<file path="config.mk">
export PLATFORM = sky130hd
export DESIGN_NAME = mem_port_arbiter
export DESIGN_NICKNAME = d
export VERILOG_FILES = /design/src/rtl/mem_port_arbiter_pkg.sv /design/src/rtl/mem_port_arbiter_timeout_ctr.sv /design/src/rtl/mem_port_arbiter.sv
export SDC_FILE = /design/constraint.sdc
export NUM_CORES = 1
export LEC_CHECK = 0
export ABC_AREA = 1
export CORE_MARGIN = 5
export CORE_UTILIZATION = 40
export DETAILED_ROUTE_END_ITERATION = 8
export MAX_ROUTING_LAYER = met4
export PLACE_DENSITY = 0.85
export SYNTH_ARGS = -nofsm -noshare
export SYNTH_HDL_FRONTEND = slang
export SYNTH_SLANG_ARGS = --single-unit
</file>
<file path="constraint.sdc">
create_clock -name clk_i -period 5.9 [get_ports clk_i]
set_clock_uncertainty 0.2 [all_clocks]
set_input_delay 0.59 -clock clk_i [delete_from_list [all_inputs] [get_ports clk_i]]
set_output_delay 0.59 -clock clk_i [all_outputs]
set_load 0.05 [all_outputs]
</file>
<file path="src/rtl/mem_port_arbiter_pkg.sv">
// Shared types for the instruction/data memory port arbiter.
package mem_port_arbiter_pkg;

    localparam int ARB_AW = 32;
    localparam int ARB_DW = 32;
    localparam logic [1:0] SIZE_WORD = 2'b10;

    typedef enum logic [1:0] {
        IDLE,
        ADDR,
        WAIT,
        RESP
    } arb_state_e;

    typedef enum logic {
        OWN_IF,
        OWN_DM
    } arb_owner_e;

    typedef struct packed {
        logic              we;
        logic [1:0]        size;
        logic [ARB_AW-1:0] addr;
        logic [ARB_DW-1:0] wdata;
    } mem_req_t;

endpackage

</file>
<file path="src/rtl/mem_port_arbiter_timeout_ctr.sv">
// WAIT-state watchdog: counts enabled cycles, flags the last allowed one.
module mem_port_arbiter_timeout_ctr #(
    parameter int TIMEOUT = 64
) (
    input  logic clk_i,
    input  logic rst_i,
    input  logic clr_i,
    input  logic en_i,
    output logic expire_o
);

    localparam int CW = (TIMEOUT > 1) ? $clog2(TIMEOUT) : 1;
    localparam logic [CW-1:0] LAST = CW'(TIMEOUT - 1);

    logic [CW-1:0] cnt_q;
    logic [CW-1:0] cnt_d;

    always_comb begin
        cnt_d = cnt_q;
        if (clr_i) begin
            cnt_d = '0;
        end else if (en_i && (cnt_q != LAST)) begin
            cnt_d = cnt_q + CW'(1);
        end
    end

    always_ff @(posedge clk_i or posedge rst_i) begin
        if (rst_i) begin
            cnt_q <= '0;
        end else begin
            cnt_q <= cnt_d;
        end
    end

    assign expire_o = en_i & (cnt_q == LAST);

endmodule

</file>
<file path="src/rtl/mem_port_arbiter.sv">
// Arbitrates the fetch and data-memory ports onto one single-ported bus,
// one registered transaction at a time, with stale-fetch discard on flush.
module mem_port_arbiter
    import mem_port_arbiter_pkg::*;
#(
    parameter int ADDR_W       = 32,
    parameter int DATA_W       = 32,
    parameter int STARVE_LIMIT = 4,
    parameter int TIMEOUT      = 64
) (
    input  logic              clk_i,
    input  logic              rst_i,
    input  logic              if_req_i,
    input  logic [ADDR_W-1:0] if_addr_i,
    input  logic              flush_if_i,
    output logic              if_valid_o,
    output logic [DATA_W-1:0] if_rdata_o,
    output logic              stall_if_o,
    input  logic              dm_req_i,
    input  logic              dm_we_i,
    input  logic [1:0]        dm_size_i,
    input  logic [ADDR_W-1:0] dm_addr_i,
    input  logic [DATA_W-1:0] dm_wdata_i,
    output logic              dm_valid_o,
    output logic [DATA_W-1:0] dm_rdata_o,
    output logic              stall_mem_o,
    output logic              bus_req_o,
    output logic              bus_we_o,
    output logic [1:0]        bus_size_o,
    output logic [ADDR_W-1:0] bus_addr_o,
    output logic [DATA_W-1:0] bus_wdata_o,
    input  logic              bus_gnt_i,
    input  logic              bus_rvalid_i,
    input  logic [DATA_W-1:0] bus_rdata_i,
    output logic              bus_err_o
);

    localparam int SW = (STARVE_LIMIT > 0) ? $clog2(STARVE_LIMIT + 1) : 1;
    localparam logic [SW-1:0] STARVE_MAX = SW'(STARVE_LIMIT);

    arb_state_e        state_q;
    arb_owner_e        owner_q;
    mem_req_t          req_q;
    logic              bus_req_q;
    logic              discard_q;
    logic [SW-1:0]     starve_q;
    logic              if_vld_q;
    logic              dm_vld_q;
    logic              err_q;
    logic [DATA_W-1:0] if_rdata_q;
    logic [DATA_W-1:0] dm_rdata_q;

    logic              if_cand;
    logic              starved;
    logic              win_if;
    logic              win_dm;
    logic              own_if;
    logic              tmo_clr;
    logic              tmo_en;
    logic              expire;
    logic [DATA_W-1:0] resp_data;

    // A flushed fetch is not a candidate, so data may win that cycle.
    assign if_cand   = if_req_i & ~flush_if_i;
    assign starved   = (starve_q == STARVE_MAX);
    assign win_if    = if_cand & (~dm_req_i | starved);
    assign win_dm    = dm_req_i & ~win_if;
    assign own_if    = (owner_q == OWN_IF);
    assign tmo_clr   = (state_q == ADDR) & bus_gnt_i;
    assign tmo_en    = (state_q == WAIT);
    assign resp_data = bus_rvalid_i ? bus_rdata_i : '0;

    mem_port_arbiter_timeout_ctr #(
        .TIMEOUT (TIMEOUT)
    ) u_tmo (
        .clk_i    (clk_i),
        .rst_i    (rst_i),
        .clr_i    (tmo_clr),
        .en_i     (tmo_en),
        .expire_o (expire)
    );

    always_ff @(posedge clk_i or posedge rst_i) begin
        if (rst_i) begin
            state_q    <= IDLE;
            owner_q    <= OWN_IF;
            req_q      <= '0;
            bus_req_q  <= 1'b0;
            discard_q  <= 1'b0;
            starve_q   <= '0;
            if_vld_q   <= 1'b0;
            dm_vld_q   <= 1'b0;
            err_q      <= 1'b0;
            if_rdata_q <= '0;
            dm_rdata_q <= '0;
        end else begin
            if_vld_q <= 1'b0;
            dm_vld_q <= 1'b0;
            err_q    <= 1'b0;
            unique case (state_q)
                IDLE: begin
                    if (!if_req_i) begin
                        starve_q <= '0;
                    end
                    if (win_if) begin
                        owner_q   <= OWN_IF;
                        req_q     <= '{we: 1'b0, size: SIZE_WORD,
                                       addr: if_addr_i, wdata: '0};
                        bus_req_q <= 1'b1;
                        starve_q  <= '0;
                        state_q   <= ADDR;
                    end else if (win_dm) begin
                        owner_q   <= OWN_DM;
                        req_q     <= '{we: dm_we_i, size: dm_size_i,
                                       addr: dm_addr_i, wdata: dm_wdata_i};
                        bus_req_q <= 1'b1;
                        if (if_req_i && !starved) begin
                            starve_q <= starve_q + SW'(1);
                        end
                        state_q   <= ADDR;
                    end
                end
                ADDR: begin
                    if (flush_if_i && own_if && !bus_gnt_i) begin
                        bus_req_q <= 1'b0;
                        state_q   <= IDLE;
                    end else if (bus_gnt_i) begin
                        bus_req_q <= 1'b0;
                        state_q   <= WAIT;
                        if (flush_if_i && own_if) begin
                            discard_q <= 1'b1;
                        end
                    end
                end
                WAIT: begin
                    if (flush_if_i && own_if) begin
                        discard_q <= 1'b1;
                    end
                    if (bus_rvalid_i || expire) begin
                        state_q <= RESP;
                        err_q   <= ~bus_rvalid_i;
                        if (own_if) begin
                            if_rdata_q <= resp_data;
                            if_vld_q   <= if_req_i & ~discard_q & ~flush_if_i;
                        end else begin
                            dm_rdata_q <= resp_data;
                            dm_vld_q   <= dm_req_i;
                        end
                    end
                end
                RESP: begin
                    discard_q <= 1'b0;
                    state_q   <= IDLE;
                end
            endcase
        end
    end

    // A flush landing on the response cycle still kills the stale fetch.
    assign if_valid_o  = if_vld_q & ~flush_if_i;
    assign if_rdata_o  = if_rdata_q;
    assign dm_valid_o  = dm_vld_q;
    assign dm_rdata_o  = dm_rdata_q;
    assign stall_if_o  = if_req_i & ~if_valid_o;
    assign stall_mem_o = dm_req_i & ~dm_valid_o;
    assign bus_req_o   = bus_req_q;
    assign bus_we_o    = req_q.we;
    assign bus_size_o  = req_q.size;
    assign bus_addr_o  = req_q.addr;
    assign bus_wdata_o = req_q.wdata;
    assign bus_err_o   = err_q;

endmodule

</file>
## Word level (Yosys, flattened, before mapping)

Cells that the tools add are included.

| word-level totals | value |
|---|---|
| bits of input ports | 138 |
| flip-flop bits (word level) | 148 |
| output and inout port bits | 137 |
| word-level logic and storage cells | 98 |

| cells by class | value |
|---|---|
| bitwise operators | 19 |
| eq/ne operators | 11 |
| reductions and logical operators | 18 |
| mux-type cells | 33 |
| $add $sub $neg | 2 |

Operators with widths:

| kind | count |
|---|---|
| $mux W67 | 2 |
| $mux W32 | 1 |
| $mux W1 | 16 |
| $reduce_and A3 Y1 | 5 |
| $mux W3 | 4 |
| $mux W6 | 2 |
| $and A1 B1 Y1 | 10 |
| $mux W2 | 5 |
| $not A1 Y1 | 8 |
| $pmux W2 S4 | 1 |
| $add A6 B1 Y6 const B | 1 |
| $eq A6 B6 Y1 const B | 1 |
| $ne A2 B2 Y1 const B | 3 |
| $ne A6 B6 Y1 const B | 1 |
| $reduce_bool A2 Y1 | 3 |
| $eq A2 B2 Y1 const B | 2 |
| $logic_and A1 B1 Y1 | 4 |
| $add A3 B1 Y3 const B | 1 |
| $eq A3 B3 Y1 const B | 1 |
| $ne A3 B2 Y1 const B | 1 |
| $ne A3 B3 Y1 const B | 1 |
| $pmux W1 S3 | 1 |
| $reduce_bool A3 Y1 | 1 |
| $eq A2 B1 Y1 const B | 1 |
| other kinds (6) | 7 |

## Logic depth before layout (Yosys ltp)

| logic depth | value |
|---|---|
| word-level depth | 8 |
| gate-level depth with buffers | 10 |
| depth with buffers taken out | 9 |

## Cells and area by module

From an unflattened synthesis, not the netlist that was laid out.

| second synthesis, totals | value |
|---|---|
| cells, all modules | 705 |
| area total of the unflattened synthesis | 6485.0 µm² |

Modules (own cells, without submodules):

| module | area each (µm²) | instances | cells an instance | seq. area each (µm²) |
|---|---|---|---|---|
| mem_port_arbiter | 6089.6 | 1 | 651 | 3553.4 |
| mem_port_arbiter_timeout_ctr | 395.4 | 1 | 54 | 150.1 |

## Least setup slack after synthesis

OpenSTA, ideal clock, no wires.

| path | value |
|---|---|
| kind | input port to output port |
| start | input port flush_if_i |
| end | output port stall_if_o |
| stages on the path | 2 |
| data arrival time | 1721 ps |
| required time | 5110 ps |
| path slack | 3389 ps |
| buffers on the path | 0 |
| cell sequence | nor2_1 > nor2_1 |

| between the ends | value |
|---|---|
| cells in the longest elaborated chain, start to end | 4 |

Ends and longest elaborated chain:

| what | line | text |
|---|---|---|
| start, declared | mem_port_arbiter.sv:15 | `input logic flush_if_i,` |
| $not A1 Y1 | mem_port_arbiter.sv:160 | `assign if_valid_o = if_vld_q & ~flush_if_i;` |
| $and A1 B1 Y1 | mem_port_arbiter.sv:160 |  |
| $not A1 Y1 | mem_port_arbiter.sv:164 | `assign stall_if_o = if_req_i & ~if_valid_o;` |
| $and A1 B1 Y1 | mem_port_arbiter.sv:164 |  |
| end, declared | mem_port_arbiter.sv:18 | `output logic stall_if_o,` |

Every way passes these cells.

## Worst setup path after layout

| path | value |
|---|---|
| start | input port dm_req_i |
| end | output port stall_mem_o |

| between the ends | value |
|---|---|
| cells in the longest elaborated chain, start to end | 1 |

Ends and longest elaborated chain:

| what | line | text |
|---|---|---|
| start, declared | mem_port_arbiter.sv:19 | `input logic dm_req_i,` |
| $and A1 B1 Y1 | mem_port_arbiter.sv:165 | `assign stall_mem_o = dm_req_i & ~dm_valid_o;` |
| end, declared | mem_port_arbiter.sv:26 | `output logic stall_mem_o,` |

Every way passes these cells.

==> key figures <==
Critical path
  • CP Class: input port to output port
  • CP bufs+invs: 3
  • Max incr delay on CP: 0.81 ns
  • Largest fanout on the critical path: 4
  • CP Capture Type: output port
  • Crit path max-delay family: buffers and inverters
  • Path depth of the worst reg2reg path: 8
  • Setup crit end: stall_mem_o
  • R2r setup slk: 3.25 ns
  • Worst setup path startpoint: dm_req_i
  • Worst path most repeated cell: clkdlybuf4s50_1
  • CP Data Required Time: 5.11 ns
  • Critical R2R Capture: bus_addr_o[29]
  • Worst setup SP type: input port
  • Slowest cell on the critical path: clkdlybuf4s50_1
  • Worst-path cell chain: clkdlybuf4s50_1 > inv_1 > nor2_1 > clkdlybuf4s50_1
  • Cell depth of the worst setup path: 4
  • Worst r2r src: starve_q[0]
  • Data arrival, critical path: 2.13 ns

Floorplan
  • Chip width: 134.1 um
  • I/O pins: 275
  • Core ar.: 0.01515 mm2
  • Die Ht: 134.1 um
  • # rows: 45
  • Initial Utilization: 0.4069
  • Die area: 0.01799 mm2

Route
  • Mean number of vias per cell: 4.892
  • DRT Pass-1 Iters: 5
  • Number of remaining DRC errors: 0
  • Total routed wirelength: 18680 um
  • Via count: 5655
  • Antenna Nets Post-Route: 0
  • Avg WL per Cell: 16.16 um
  • Iter 0 DRT Violations: 330

Global route
  • Tot GR Track Use: 0.2098
  • Vias in the first global route: 5695
  • Global-route wire length before repair: 29130 um
  • GRT overflow: 0
  • Largest net degree at the start of global routing: 114
  • Initial antenna violation count: 0

Synthesis
  • Syn Area/Cell: 8.866 um2
  • Gate Count Post-Synth: 695
  • Post-synthesis sequential area ratio: 0.6010
  • Synth Net Count: 836
  • Post-synth cell types: 25
  • Synth Warn #: 0
  • Synthesized flop and latch total: 148
  • Mapped Area: 0.006162 mm2

STA
  • Setup_tns: 0 ns
  • Period utilisation layout: 0.4941
  • Worst slew margin: 0.2430
  • Fin. Hold Viols: 0
  • Max-slew violation count: 0
  • Worst hold slack: 0.2797 ns
  • Least-Margin Pin Slew: 1.134 ns
  • Minimum clock period: 2.915 ns
  • Max Fclk: 343.0 MHz
  • RSZ-0062 raised after global routing: false
  • Endpoints failing setup: 0

Clocking
  • Clk pin slew, worst setup/hold paths: 0.06 ns
  • Clock sink count: 148
  • Root buffer cell: clkbuf_16
  • Postcts setup bufs: 0
  • Clk_lat worst skew: 0.41 ns
  • Hold-fix buffers at CTS: 0
  • CTS H-tree depth: 4
  • Post_cts resized: 0
  • Total CTS buffers: 17
  • CTS Buffer Depth: 2
  • CTS tree: built

Place
  • # port buffers: 274
  • Placed cell area: 0.008924 mm2
  • DP HPWL: 13340 um
  • Gpl congestion: 0.8564

Flow run
  • Max cap viols: 0

Layout
  • Most common cell after layout, fill and taps aside: clkdlybuf4s50_1
  • Finished Cell Area: 0.009502 mm2
  • Fin nets: 1096
  • Area grow syn2layout: 54.19%
  • Layout cell share with drive strength beyond 1: 0.05269
  • Antenna Cells: 0
  • Finished Core Util: 0.6273
  • Most frequent cells in the layout: clkdlybuf4s50_1, nand2_1, dfrtp_1

Power
  • Cell Pwr Density: 587.3 mW/mm2
  • Static Leakage: 4.352 nW
  • Worst vdd ir: 0.2757 mV

Hold path
  • Worst Hold Class: flip-flop to flip-flop

Status
  • Status: completed
==> worst reg2reg max path, cell delays in order (launching register included) <==
cell and delay (ns):
dfrtp_1 0.39, inv_1 0.08, ha_1 0.22, nand2_1 0.07
nand2_1 0.12, nand2_2 0.60, inv_2 0.44, o21ai_0 0.32
o21ai_1 0.09
==> per-layer routing <==
layer	share of wire	track usage	vias to the layer above
met4	0.026	0.07127	0
met3	0.054	0.05251	30
met1	0.40	0.2440	2696
li1	-	-	2737
met5	0	-	-
met2	0.52	0.3568	192
==> report_power, final <==
| part | switching (mW) | internal, mW |
|---|---|---|
| sequential | 0.227 | 1.41 |
| clock | 0.434 | 0.611 |
| combinational | 1.98 | 0.918 |
==> final cells by class <==
| cell class | instances | area (um2) |
|---|---|---|
| clock inverter | 12 | 121.4 |
| tap | 188 | 235.2 |
| clock buffer | 20 | 456.7 |
| timing repair buffer | 278 | 2773 |
| multi-input combinational | 483 | 2105 |
| fill | 1287 | 5644 |
| inverter | 27 | 107.6 |
| sequential | 148 | 3704 |
==> flip-flops by register name (all words and copies together), names as in the netlist, named ones only <==
signal / flops
state_q: 1
owner_q: 1
bus_size_o: 2
if_rdata_o: 32
bus_req_o: 1
u_tmo.cnt_q: 6
bus_addr_o: 32
bus_we_o: 1
if_vld_q: 1
bus_wdata_o: 32
dm_valid_o: 1
discard_q: 1
starve_q: 3
dm_rdata_o: 32
bus_err_o: 1
==> cells in the mapped netlist <==
cell type | instances | area share
buf_4 | 3 | 0.0037
nor3_1 | 1 | 0.00081
nor2_1 | 44 | 0.027
o22a_1 | 1 | 0.0014
inv_1 | 22 | 0.013
nand3_1 | 5 | 0.0041
o22ai_1 | 1 | 0.0010
clkbuf_1 | 9 | 0.0055
ha_1 | 3 | 0.0061
o21ai_1 | 71 | 0.058
xor2_1 | 3 | 0.0043
nand2_2 | 3 | 0.0030
nand4_1 | 3 | 0.0030
buf_6 | 12 | 0.022
nor2_8 | 1 | 0.0032
dfrtp_1 | 148 | 0.60
clkinv_2 | 1 | 0.00081
a21oi_1 | 4 | 0.0032
buf_2 | 13 | 0.011
inv_2 | 4 | 0.0024
nor2_2 | 4 | 0.0041
nand3b_1 | 2 | 0.0024
nand2_1 | 271 | 0.17
nand3_2 | 1 | 0.0016
o21ai_0 | 65 | 0.053
==> cells by family (layout without fill, tap and decap cells) <==
| kind of cell | count (synthesis) | count (layout) | synth area share |
|---|---|---|---|
| buffers and inverters | 64 | 337 | 0.05827 |
| adder cells (fa/ha/maj) | 3 | 3 | 0.006092 |
| AND/OR/NAND/NOR | 335 | 335 | 0.2142 |
| XOR/XNOR | 3 | 3 | 0.004265 |
| flip-flops | 148 | 148 | 0.6010 |
| AO/OA/AOI/OAI | 142 | 142 | 0.1161 |
==> worst min path at each step <==
stage	from	endpoint	slack, ns	cells after the start
after detailed placement	bus_wdata_o[7]	bus_wdata_o[7]	0.27	2
after global routing	if_rdata_o[8]	if_rdata_o[8]	0.30	2
after floorplan	u_tmo.cnt_q[1]	u_tmo.cnt_q[1]	0.27	2
after global placement	bus_wdata_o[24]	bus_wdata_o[24]	0.26	2
final	bus_wdata_o[13]	bus_wdata_o[13]	0.28	2
after CTS	bus_wdata_o[6]	bus_wdata_o[6]	0.28	2
==> stage by stage <==
step                      setup slack, ns  std cells  power [mW]
after CTS                           2.963       1156       5.630
after detailed placement            2.755       1124       4.564
after floorplan                     1.130        695       3.545
after global placement              2.850       1124       4.504
final                               2.985       1156       5.580
after global routing                2.890       1156       5.866
Power figures use the tool's default switching activity.
==> RTL change: new RTL, same settings <==
Encoding of `arb_state_e`: now Gray code (2 bits for 4 states).
--- a/src/rtl/mem_port_arbiter_pkg.sv
+++ b/src/rtl/mem_port_arbiter_pkg.sv
@@ -6,10 +6,10 @@
     localparam logic [1:0] SIZE_WORD = 2'b10;
 
     typedef enum logic [1:0] {
-        IDLE,
-        ADDR,
-        WAIT,
-        RESP
+        IDLE = 2'b00,
+        ADDR = 2'b01,
+        WAIT = 2'b11,
+        RESP = 2'b10
     } arb_state_e;
 
     typedef enum logic {
Formal check against the unedited RTL: same outputs for any inputs over 4 cycles, from zero or initial values and one cycle with rst_i high; so few cycles prove little.
==> RTL change against the original RTL <==
  * Area after synthesis grew 5.3%
  * Setup slack lost 0.069 ns
  * Final area grew 2.9%
  * Sequential cell count is the same
  * Wire length grew 7.0%
  * Total power grew 11%
  * Critical path type unchanged
==> RTL change: results <==
set metrics [dict create \
    wl_met2_um 9870 \
    grt_max_degree 106 \
    buffer_area_share_pct 28.3 \
    vias_per_cell 5.03 \
    grt_util_all_layers_pct 21.6 \
    clock_area_share_pct 5.86 \
    place.gp.congestion 0.814 \
    ir_drop_mv 0.392 \
    wl_um 20000 \
    comb.multi_input.count 517 \
    p_leak_nw 4.53 \
    drt-met1-wl_um 8150 \
    slew_headroom_pct 36.3 \
    antenna_found_initial 0 \
    syn_nets 878 \
    outcome "completed" \
    drtIter0Drc 356 \
    synth.distinct_cells 30 \
    worstPathMaxFanout 5 \
    synthTopCellsByArea "dfrtp_1, nand2_1, nand4_1" \
    fillers 1328 \
    nets 1128 \
    inv_count 25 \
    p_sw_mw 3.06 \
    wl_met3_um 1620 \
    multi_input_area_share_pct 24.2 \
    drive_gt1_share_pct 5.60 \
    dp_hpwl_um 14000 \
    cts_root_buf "clkbuf_16" \
    seq_area_frac_synth_pct 57.1 \
    synth_ff_type "dfrtp_1" \
    grt_pass1_vias 6085 \
    arrival_ns 2.19 \
    synth.top_cells.by_count "nand2_1, dfrtp_1, a21oi_1, nand4_1, nor2_1" \
    nClkBuffers 22 \
    grt_pass1_wl_um 31000 \
]
## RTL change: worst max-delay path: stages
cell and delay (ns):
clkdlybuf4s50_1 0.58, inv_1 0.10, nor2_1 0.11, clkdlybuf4s50_1 0.80
## RTL change: stage by stage
step / instances / cell area [um2] / setup slack, ns
after global placement: 1184 / 9210 / 2.95
after floorplan: 737 / 6490 / 1.13
final: 1216 / 9780 / 2.92
after global routing: 1216 / 9780 / 2.85
after CTS: 1216 / 9780 / 2.92
after detailed placement: 1184 / 9210 / 2.92
## RTL change: worst paths after layout
kind / startpoint / end / slack [ns] / cells past startpoint
worst max-delay path: if_req_i / stall_if_o / 2.92 / 4
worst min-delay path: discard_q / if_vld_q / 0.26 / 1
worst max register to register: starve_q[0] / bus_size_o[1] / 3.35 / 10
worst min register to register: discard_q / if_vld_q / 0.26 / 1
max in group asynchronous: rst_i / bus_size_o[1] / 3.80 / 3
min in group asynchronous: rst_i / if_rdata_o[17] / 0.57 / 2
## RTL change: cells by family (layout without fill, tap and decap cells)
logic type	after synthesis	in the layout	synth area share, %
compound gates	75	75	5.92
fa+ha+maj	3	3	0.579
xor+xnor	2	2	0.270
simple gates	437	437	29.7
flops	148	148	57.1
buf+inv	72	335	6.42
## RTL change: routing by layer
metal / vias to the layer above / track usage [%]
li1: 2920 / -
met1: 2937 / 26.4
met4: 0 / 6.15
met3: 22 / 6.06
met5: - / -
met2: 236 / 35.4
## RTL change: power groups by stage
stage / clock, mW / sequential (mW) / combinational (mW)
2_1_floorplan: 0 / 3.14 / 0.890
3_3_place_gp: 0 / 1.72 / 3.41
3_5_place_dp: 0 / 1.74 / 3.46
4_1_cts: 1.06 / 1.73 / 3.46
5_1_grt: 1.11 / 1.79 / 3.63
6_report: 1.04 / 1.73 / 3.43
